File: src/rtl/mac_accumulator.sv
// Groups N accepted products from the multiplier into one saturating sum.
// Each completed group sum is held on a valid/ready output until the consumer takes it.
module mac_accumulator #(
    parameter int PW = 32,
    parameter int AW = 40,
    parameter int N  = 8
) (
    input  logic          CLK,
    input  logic          RESETn,
    input  logic          clear,
    input  logic          in_valid,
    output logic          in_ready,
    input  logic [PW-1:0] in_data,
    output logic          out_valid,
    input  logic          out_ready,
    output logic [AW-1:0] out_data,
    output logic          out_ovf,
    output logic [7:0]    cnt
);

    typedef enum logic {
        ACC  = 1'b0,
        HOLD = 1'b1
    } state_t;

    localparam logic [7:0] LastCnt = 8'(N - 1);

    state_t        state_q, state_d;
    logic [AW-1:0] acc_q, acc_d;
    logic [7:0]    cnt_q, cnt_d;
    logic          ovfSticky_q, ovfSticky_d;
    logic [AW-1:0] outData_q, outData_d;
    logic          outOvf_q, outOvf_d;

    logic [AW:0]   sum;
    logic          cycleOvf;
    logic [AW-1:0] satSum;

    // The carry out of the AW+1 bit sum is exactly the "exceeds 2^AW-1" condition,
    // and a pinned-at-max accumulator keeps carrying out for any nonzero product.
    always_comb begin
        sum      = {1'b0, acc_q} + {{(AW + 1 - PW){1'b0}}, in_data};
        cycleOvf = sum[AW];
        satSum   = cycleOvf ? {AW{1'b1}} : sum[AW-1:0];
    end

    always_comb begin
        state_d     = state_q;
        acc_d       = acc_q;
        cnt_d       = cnt_q;
        ovfSticky_d = ovfSticky_q;
        outData_d   = outData_q;
        outOvf_d    = outOvf_q;

        case (state_q)
            ACC: begin
                if (in_valid) begin
                    if (cnt_q == LastCnt) begin
                        outData_d   = satSum;
                        outOvf_d    = ovfSticky_q | cycleOvf;
                        acc_d       = '0;
                        cnt_d       = '0;
                        ovfSticky_d = 1'b0;
                        state_d     = HOLD;
                    end else begin
                        acc_d       = satSum;
                        cnt_d       = cnt_q + 8'd1;
                        ovfSticky_d = ovfSticky_q | cycleOvf;
                    end
                end
            end
            HOLD: begin
                if (out_ready) begin
                    state_d = ACC;
                end
            end
            default: state_d = ACC;
        endcase
    end

    // Clear behaves exactly like reset so a discarded group never reaches the output.
    always_ff @(posedge CLK) begin
        if (!RESETn || clear) begin
            state_q     <= ACC;
            acc_q       <= '0;
            cnt_q       <= '0;
            ovfSticky_q <= 1'b0;
            outData_q   <= '0;
            outOvf_q    <= 1'b0;
        end else begin
            state_q     <= state_d;
            acc_q       <= acc_d;
            cnt_q       <= cnt_d;
            ovfSticky_q <= ovfSticky_d;
            outData_q   <= outData_d;
            outOvf_q    <= outOvf_d;
        end
    end

    assign in_ready  = (state_q == ACC);
    assign out_valid = (state_q == HOLD);
    assign out_data  = outData_q;
    assign out_ovf   = outOvf_q;
    assign cnt       = cnt_q;

endmodule

File: config.mk
export PLATFORM = sky130hd
export DESIGN_NAME = mac_accumulator
export DESIGN_NICKNAME = d
export VERILOG_FILES = /design/src/rtl/mac_accumulator.sv
export SDC_FILE = /design/constraint.sdc
export NUM_CORES = 1
export LEC_CHECK = 0
export ABC_AREA = 1
export CORE_UTILIZATION = 50
export DETAILED_ROUTE_END_ITERATION = 10
export PLACE_DENSITY = 0.82
export SYNTH_ARGS = -nofsm -noshare
export SYNTH_HDL_FRONTEND = slang
export SYNTH_SLANG_ARGS = --single-unit
export TNS_END_PERCENT = 1
File: constraint.sdc
create_clock -name CLK -period 6.3 [get_ports CLK]
set_input_delay 0.945 -clock CLK [delete_from_list [all_inputs] [get_ports CLK]]
set_output_delay 0.945 -clock CLK [all_outputs]
set_load 0.05 [all_outputs]
==> flow_summary.json, run 1 <==
{
  "fin_nets": 1175,
  "root_buffer": "clkbuf_16",
  "post-route-min-period_ns": 3.41,
  "cp-end-kind": "flip-flop",
  "hpwl_mm": 13.3,
  "synth_compound_area_share_pct": 10.5,
  "placementRows": 40,
  "postLayoutCellArea_sq_um": 7650,
  "ant_nets": 0,
  "drc_errors": 0,
  "grt_pass1_wl_mm": 28.9,
  "max_freq_ghz": 0.293,
  "vias_per_cell": 5.03,
  "worstSetupPathType": "input pin to flip-flop",
  "clk_path_buf_depth": 2,
  "gp_congestion": 0.978,
  "finalPower_w": 0.00143,
  "maxSlewViolCount": 0,
  "wl_per_cell_microns": 13.8,
  "powerDensity_nw_per_um2": 187,
  "die_h_microns": 115,
  "fin_skew_ns": 0.0104,
  "path_cells": "clkdlybuf4s50_1, ha_1, fa_1, nand2_1, nand3_1, nand3_1, nand2_2, nand2_2, nand2_2, nand3_2, nand2_2, nand2_4, nand3_2, nand2_1, a21oi_2",
  "synth_nets": 1100,
  "crit_end": "acc_q[27]$_SDFFE_PP0P_",
  "track_usage_pct": 28.2,
  "synth-simple-area-share_pct": 40.8,
  "synth_area_leaders": "dfxtp_1 29%, nand2_1 24%, inv_1 8.5%",
  "grt_setup_unrepaired": "false",
  "postCtsSetupBuffers": 0,
  "fp.dieW_microns": 115,
  "area_delta_synth_final_pct": 20.3,
  "critPathLaunchType": "input pin",
  "cts_hold_buf": 0,
  "synthXorXnorAreaFrac_pct": 2.34,
  "peakVddDrop_mv": 0.190,
  "timing.critical_path.mode_cell": "nand2_2",
  "ys_seq_area_share_pct": 28.7,
  "setup_viol": 0,
  "critPathMaxFanout": 40,
  "synth_top_area_share_pct": 28.7,
  "yosys.cell_types.count": 32,
  "drtIter0Drc": 398,
  "slew-limit-headroom_pct": 35.1,
  "crit_family": "simple AND/OR/NAND/NOR gates",
  "start_util_pct": 52.1,
  "cp.depth": 15,
  "slowest_stage": "nand2_4",
  "vias": 6429,
  "pin_count": 88,
  "final_cell_mix": "406 x nand2_1, 144 x inv_1, 91 x dfxtp_1, 87 x clkdlybuf4s50_1, 72 x nor2_1",
  "critPathMaxStageDelay_ns": 0.56,
  "synth_fa_ha_area_share_pct": 6.81,
  "drive_above_1_share_pct": 8.03,
  "cts_sinks": 91,
  "worst-path-buf-inv": 1,
  "grt_overflow_total": 0,
  "drt_first_pass_iters": 5,
  "timing.final.crit_share_pct": 54.2,
  "hold_viol": 0,
  "antenna_found_initial": 0,
  "insertion_delay_ns": 0.36,
  "synth_top_area_cell": "dfxtp_1",
  "synth_cells": 1029,
  "cts_made_buffers": 9,
  "arrival_ns": 3.62,
  "cts_tree": "yes",
  "async_flop_share_pct": 0,
  "die_area_sq_um": 13200,
  "synth_edf_count": 0,
  "cts_resized": 0,
  "syn_area_sq_um": 6360,
  "status": "finished, final reports clean",
  "reg2reg_slack_ns": 3.60,
  "hold_path_class": "flip-flop to flip-flop",
  "synth_top_family_by_area": "simple AND/OR/NAND/NOR gates",
  "n_antenna_cell": 0,
  "tightest_slew_ns": 0.972,
  "io_buffers": 87,
  "muxShareOfSynthArea_pct": 0,
  "r2r-start": "acc_q[0]$_SDFFE_PP0P_",
  "synth.avg_cell_area_sq_um": 6.18,
  "grt_max_degree": 48,
  "cts_max_level": 3,
  "crit_start": "in_data[0]",
  "synth-seq-cells": 91,
  "cp.required_ns": 6.51,
  "core_sq_um": 12200,
  "placed_area_sq_um": 7330,
  "clkTransAtPathRegs_ns": 0.07,
  "p_leak_nw": 3.82,
  "max-cap-violations": 0,
  "r2r-end": "acc_q[27]$_SDFFE_PP0P_",
  "finalSetupTns_ns": 0,
  "totalWireLength_mm": 17.6,
  "layout_commonest_cell": "nand2_1",
  "synthFlopType": "dfxtp_1",
  "yosysWarningCount": 0,
  "grt_pass1_vias": 6005,
  "rr_worst_depth": 14
}
## synth_stat cells (11+ instances only)
cell      instances
a21oi_1          69
a22o_1           16
clkbuf_1         15
dfxtp_1          91
ha_1             33
inv_1           144
nand2_1         406
nand2_2          24
nand3_1          42
nand3_2          20
nor2_1           74
nor3_1           11
o21ai_0          11
xor2_1           17
## layer usage
metal  global-route usage (%)  vias to the layer above  share of wire [%]
met4                     11.5                        0                3.1
li1                         -                     3361                  -
met2                     49.2                      156                 47
met1                     34.8                     2877                 46
met3                     4.43                       35                3.8
met5                        0                        -                  0
## stage by stage
| stage | worst slack, ns | utilization, % | cells | hold slack [ns] |
|---|---|---|---|---|
| 4_1_cts | 2.88 | 62.6 | 1277 | 0.454 |
| 2_1_floorplan | 3.56 | - | 1029 | 0.427 |
| 6_report | 2.89 | 62.6 | 1277 | 0.450 |
| 5_1_grt | 2.69 | 62.6 | 1277 | 0.474 |
| 3_3_place_gp | 2.59 | 60.0 | 1261 | 0.433 |
| 3_5_place_dp | 2.51 | 60.0 | 1261 | 0.438 |
## worst min path at each step
stage                                          from                        end  slack [ns]  depth (start not counted)
final                     out_data[24]$_SDFFE_PP0P_  out_data[24]$_SDFFE_PP0P_        0.45                          2
after global routing      out_data[39]$_SDFFE_PP0P_  out_data[39]$_SDFFE_PP0P_        0.47                          2
after CTS                 out_data[24]$_SDFFE_PP0P_  out_data[24]$_SDFFE_PP0P_        0.45                          2
after detailed placement  out_data[24]$_SDFFE_PP0P_  out_data[24]$_SDFFE_PP0P_        0.44                          2
after global placement     ovfSticky_q$_SDFFE_PP0P_   ovfSticky_q$_SDFFE_PP0P_        0.43                          2
after floorplan            ovfSticky_q$_SDFFE_PP0P_   ovfSticky_q$_SDFFE_PP0P_        0.43                          2
## power by group
part           internal, W  switching (W)  total, W
Combinational    0.0000943       0.000163  0.000257
Sequential        0.000584     0.00000561  0.000590
Clock             0.000320       0.000265  0.000585
Total             0.000999       0.000434   0.00143
## tightest hold or removal path: stages (launching register included)
cell,delay [ns]
dfxtp_1,0.31
nand2_1,0.06
nand2_1,0.04
## layout make-up
type                       instances  area (sq um)
tap                              168           210
fill                            1205          4560
sequential                        91          1820
inverter                         149           559
timing repair buffer              90           893
clock inverter                     7          91.3
clock buffer                       9           225
multi-input combinational        763          3850
## cell families (layout without fill, tap and decap cells)
logic type | count (synthesis) | count (layout)
AND/OR/NAND/NOR | 601 | 601
buffers and inverters | 175 | 255
AO/OA/AOI/OAI | 111 | 111
flip-flops | 91 | 91
adder cells (fa/ha/maj) | 34 | 34
XOR/XNOR | 17 | 17
## flip-flops by register name (all words and copies together) (netlist names)
name and flops:
out_valid 1, ovfSticky_q 1, cnt 8, out_ovf 1, out_data 40, acc_q 40
(Power assumes the default switching activity.)
==> run 2: changes to the inputs <==
Settings changed: PLACE_DENSITY 0.82 to 0.85.
Clock period 6.3 ns to 2.7 ns, I/O delays scaled along.
==> run 2 against run 1 <==
Effect of this change:
- count of clock-buffer cells in the layout stayed put
- highest routed layer unchanged
- clock skew rose by 0.0094 ns
- sequential share of layout area shrank 0.86 points
- non-clock buffer count up 36
- largest power group unchanged
- critical endpoint is now acc_q[28]$_SDFFE_PP0P_
- total power rose by 130%
- largest cell class unchanged
- register-to-register slack worse by 3.2 ns
- routed wire length up 1.7%
- first-iteration DRC count is 6.5% higher
- flip-flop and latch count unchanged
==> flow_summary.json, run 2 (synthesized netlist as in run 1, its figures left out) <==
{
  "status": "finished, final reports clean",
  "drive_above_1_share_pct": 10.9,
  "final_cell_mix": "406 x nand2_1, 144 x inv_1, 91 x dfxtp_1, 87 x clkdlybuf4s50_1, 72 x nor2_1",
  "reg2reg_slack_ns": 0.44,
  "p_leak_nw": 4.00,
  "critPathMaxFanout": 2,
  "fin_nets": 1211,
  "grt_max_degree": 47,
  "totalWireLength_mm": 17.9,
  "grt_overflow_total": 0,
  "grt_pass1_vias": 6141,
  "critPathLaunchType": "input pin",
  "slew-limit-headroom_pct": 44.5,
  "pin_count": 88,
  "cts_max_level": 3,
  "drt_first_pass_iters": 6,
  "max-cap-violations": 0,
  "timing.final.crit_share_pct": 88.9,
  "whs_ns": 0.455,
  "cts_tree": "yes",
  "max_freq_ghz": 0.417,
  "wl_per_cell_microns": 13.6,
  "grt_pass1_wl_mm": 29.5,
  "core_sq_um": 12200,
  "die_h_microns": 115,
  "cts_made_buffers": 9,
  "finalSetupTns_ns": 0,
  "vias_per_cell": 4.97,
  "hold_viol": 0,
  "fin_skew_ns": 0.0198,
  "io_buffers": 87,
  "drc_errors": 0,
  "cts_resized": 0,
  "arrival_ns": 2.62,
  "worstSetupPathType": "input pin to flip-flop",
  "grt_setup_unrepaired": "false",
  "die_area_sq_um": 13200,
  "setup_viol": 0,
  "layout_commonest_cell": "nand2_1",
  "ant_nets": 0,
  "r2r-end": "acc_q[28]$_SDFFE_PP0P_",
  "area_delta_synth_final_pct": 24.8,
  "drtIter0Drc": 424,
  "cp-end-kind": "flip-flop",
  "powerDensity_nw_per_um2": 419,
  "cts_sinks": 91,
  "r2r-start": "acc_q[0]$_SDFFE_PP0P_",
  "tightest_slew_ns": 0.831,
  "gp_congestion": 0.956,
  "clk_path_buf_depth": 2,
  "maxSlewViolCount": 0,
  "start_util_pct": 52.1,
  "antenna_found_initial": 0,
  "utilization_pct": 65.0,
  "cts_hold_buf": 0,
  "insertion_delay_ns": 0.37,
  "hold_path_class": "flip-flop to flip-flop",
  "fp.dieW_microns": 115,
  "postCtsSetupBuffers": 0,
  "crit_end": "acc_q[28]$_SDFFE_PP0P_",
  "n_antenna_cell": 0,
  "crit_start": "in_data[0]",
  "track_usage_pct": 28.6,
  "placementRows": 40,
  "rr_worst_depth": 15,
  "vias": 6526,
  "clkTransAtPathRegs_ns": 0.07,
  "peakVddDrop_mv": 0.262,
  "cp.required_ns": 2.92,
  "hpwl_mm": 13.9,
  "root_buffer": "clkbuf_16",
  "post-route-min-period_ns": 2.40
}
run 2: changes by cell type in the layout (fill, tap and decap cells not counted), sizes merged:
cell	delta
clkinvlp	-1
bufinv	-1
inv	-2
buf	+36
clkinv	+4
run 2: power by group:
part | internal (W) | total [W] | switching (W)
clock | 0.000660 | 0.00130 | 0.000643
combinational | 0.000256 | 0.000645 | 0.000389
sequential | 0.00136 | 0.00138 | 0.0000140
total | 0.00228 | 0.00333 | 0.00105
run 2: how the worst min path moves through the flow:
stage,startpoint,to,slack (ns),depth (start not counted)
after floorplan,ovfSticky_q$_SDFFE_PP0P_,ovfSticky_q$_SDFFE_PP0P_,0.43,2
after global placement,out_data[22]$_SDFFE_PP0P_,out_data[22]$_SDFFE_PP0P_,0.44,2
after detailed placement,out_data[26]$_SDFFE_PP0P_,out_data[26]$_SDFFE_PP0P_,0.44,2
after CTS,ovfSticky_q$_SDFFE_PP0P_,ovfSticky_q$_SDFFE_PP0P_,0.46,2
after global routing,out_data[2]$_SDFFE_PP0P_,out_data[2]$_SDFFE_PP0P_,0.47,2
final,out_data[35]$_SDFFE_PP0P_,out_data[35]$_SDFFE_PP0P_,0.45,2
run 2: per-stage QoR:
stage | setup slack (ns) | std cells | total power (W) | cell area (sq um)
after floorplan | 0.495 | 1029 | 0.00183 | 6360
after global placement | -0.0533 | 1297 | 0.00204 | 7630
after detailed placement | -0.0419 | 1297 | 0.00205 | 7630
after CTS | 0.333 | 1313 | 0.00334 | 7930
after global routing | 0.139 | 1313 | 0.00348 | 7930
final | 0.300 | 1313 | 0.00333 | 7930
run 2: metal layers:
metal  routed length (microns)  track usage [%]
met4                       516             11.1
met5                         0                0
met3                       657             4.53
met2                      8440             49.8
met1                      8290             35.6
run 2: final cells by class:
cell class                      instances  area (sq um)
Inverter                              149           559
Tap cell                              168           210
Clock inverter                          7          81.3
Fill cell                            1148          4280
Multi-Input combinational cell        763          3850
Clock buffer                            9           225
Timing Repair Buffer                  126          1190
Sequential cell                        91          1820
run 2: worst max-delay path: stages:
cell             delay, ns
clkdlybuf4s50_1       0.40
ha_1                  0.23
fa_1                  0.39
nand2_1               0.11
nand3_1               0.09
nand3_1               0.10
nand2_2               0.07
buf_4                 0.15
nand2_1               0.05
nand2_1               0.09
nand3_1               0.16
nand2_1               0.07
nand2_1               0.08
nand3_2               0.08
nand2_1               0.07
a21oi_1               0.06
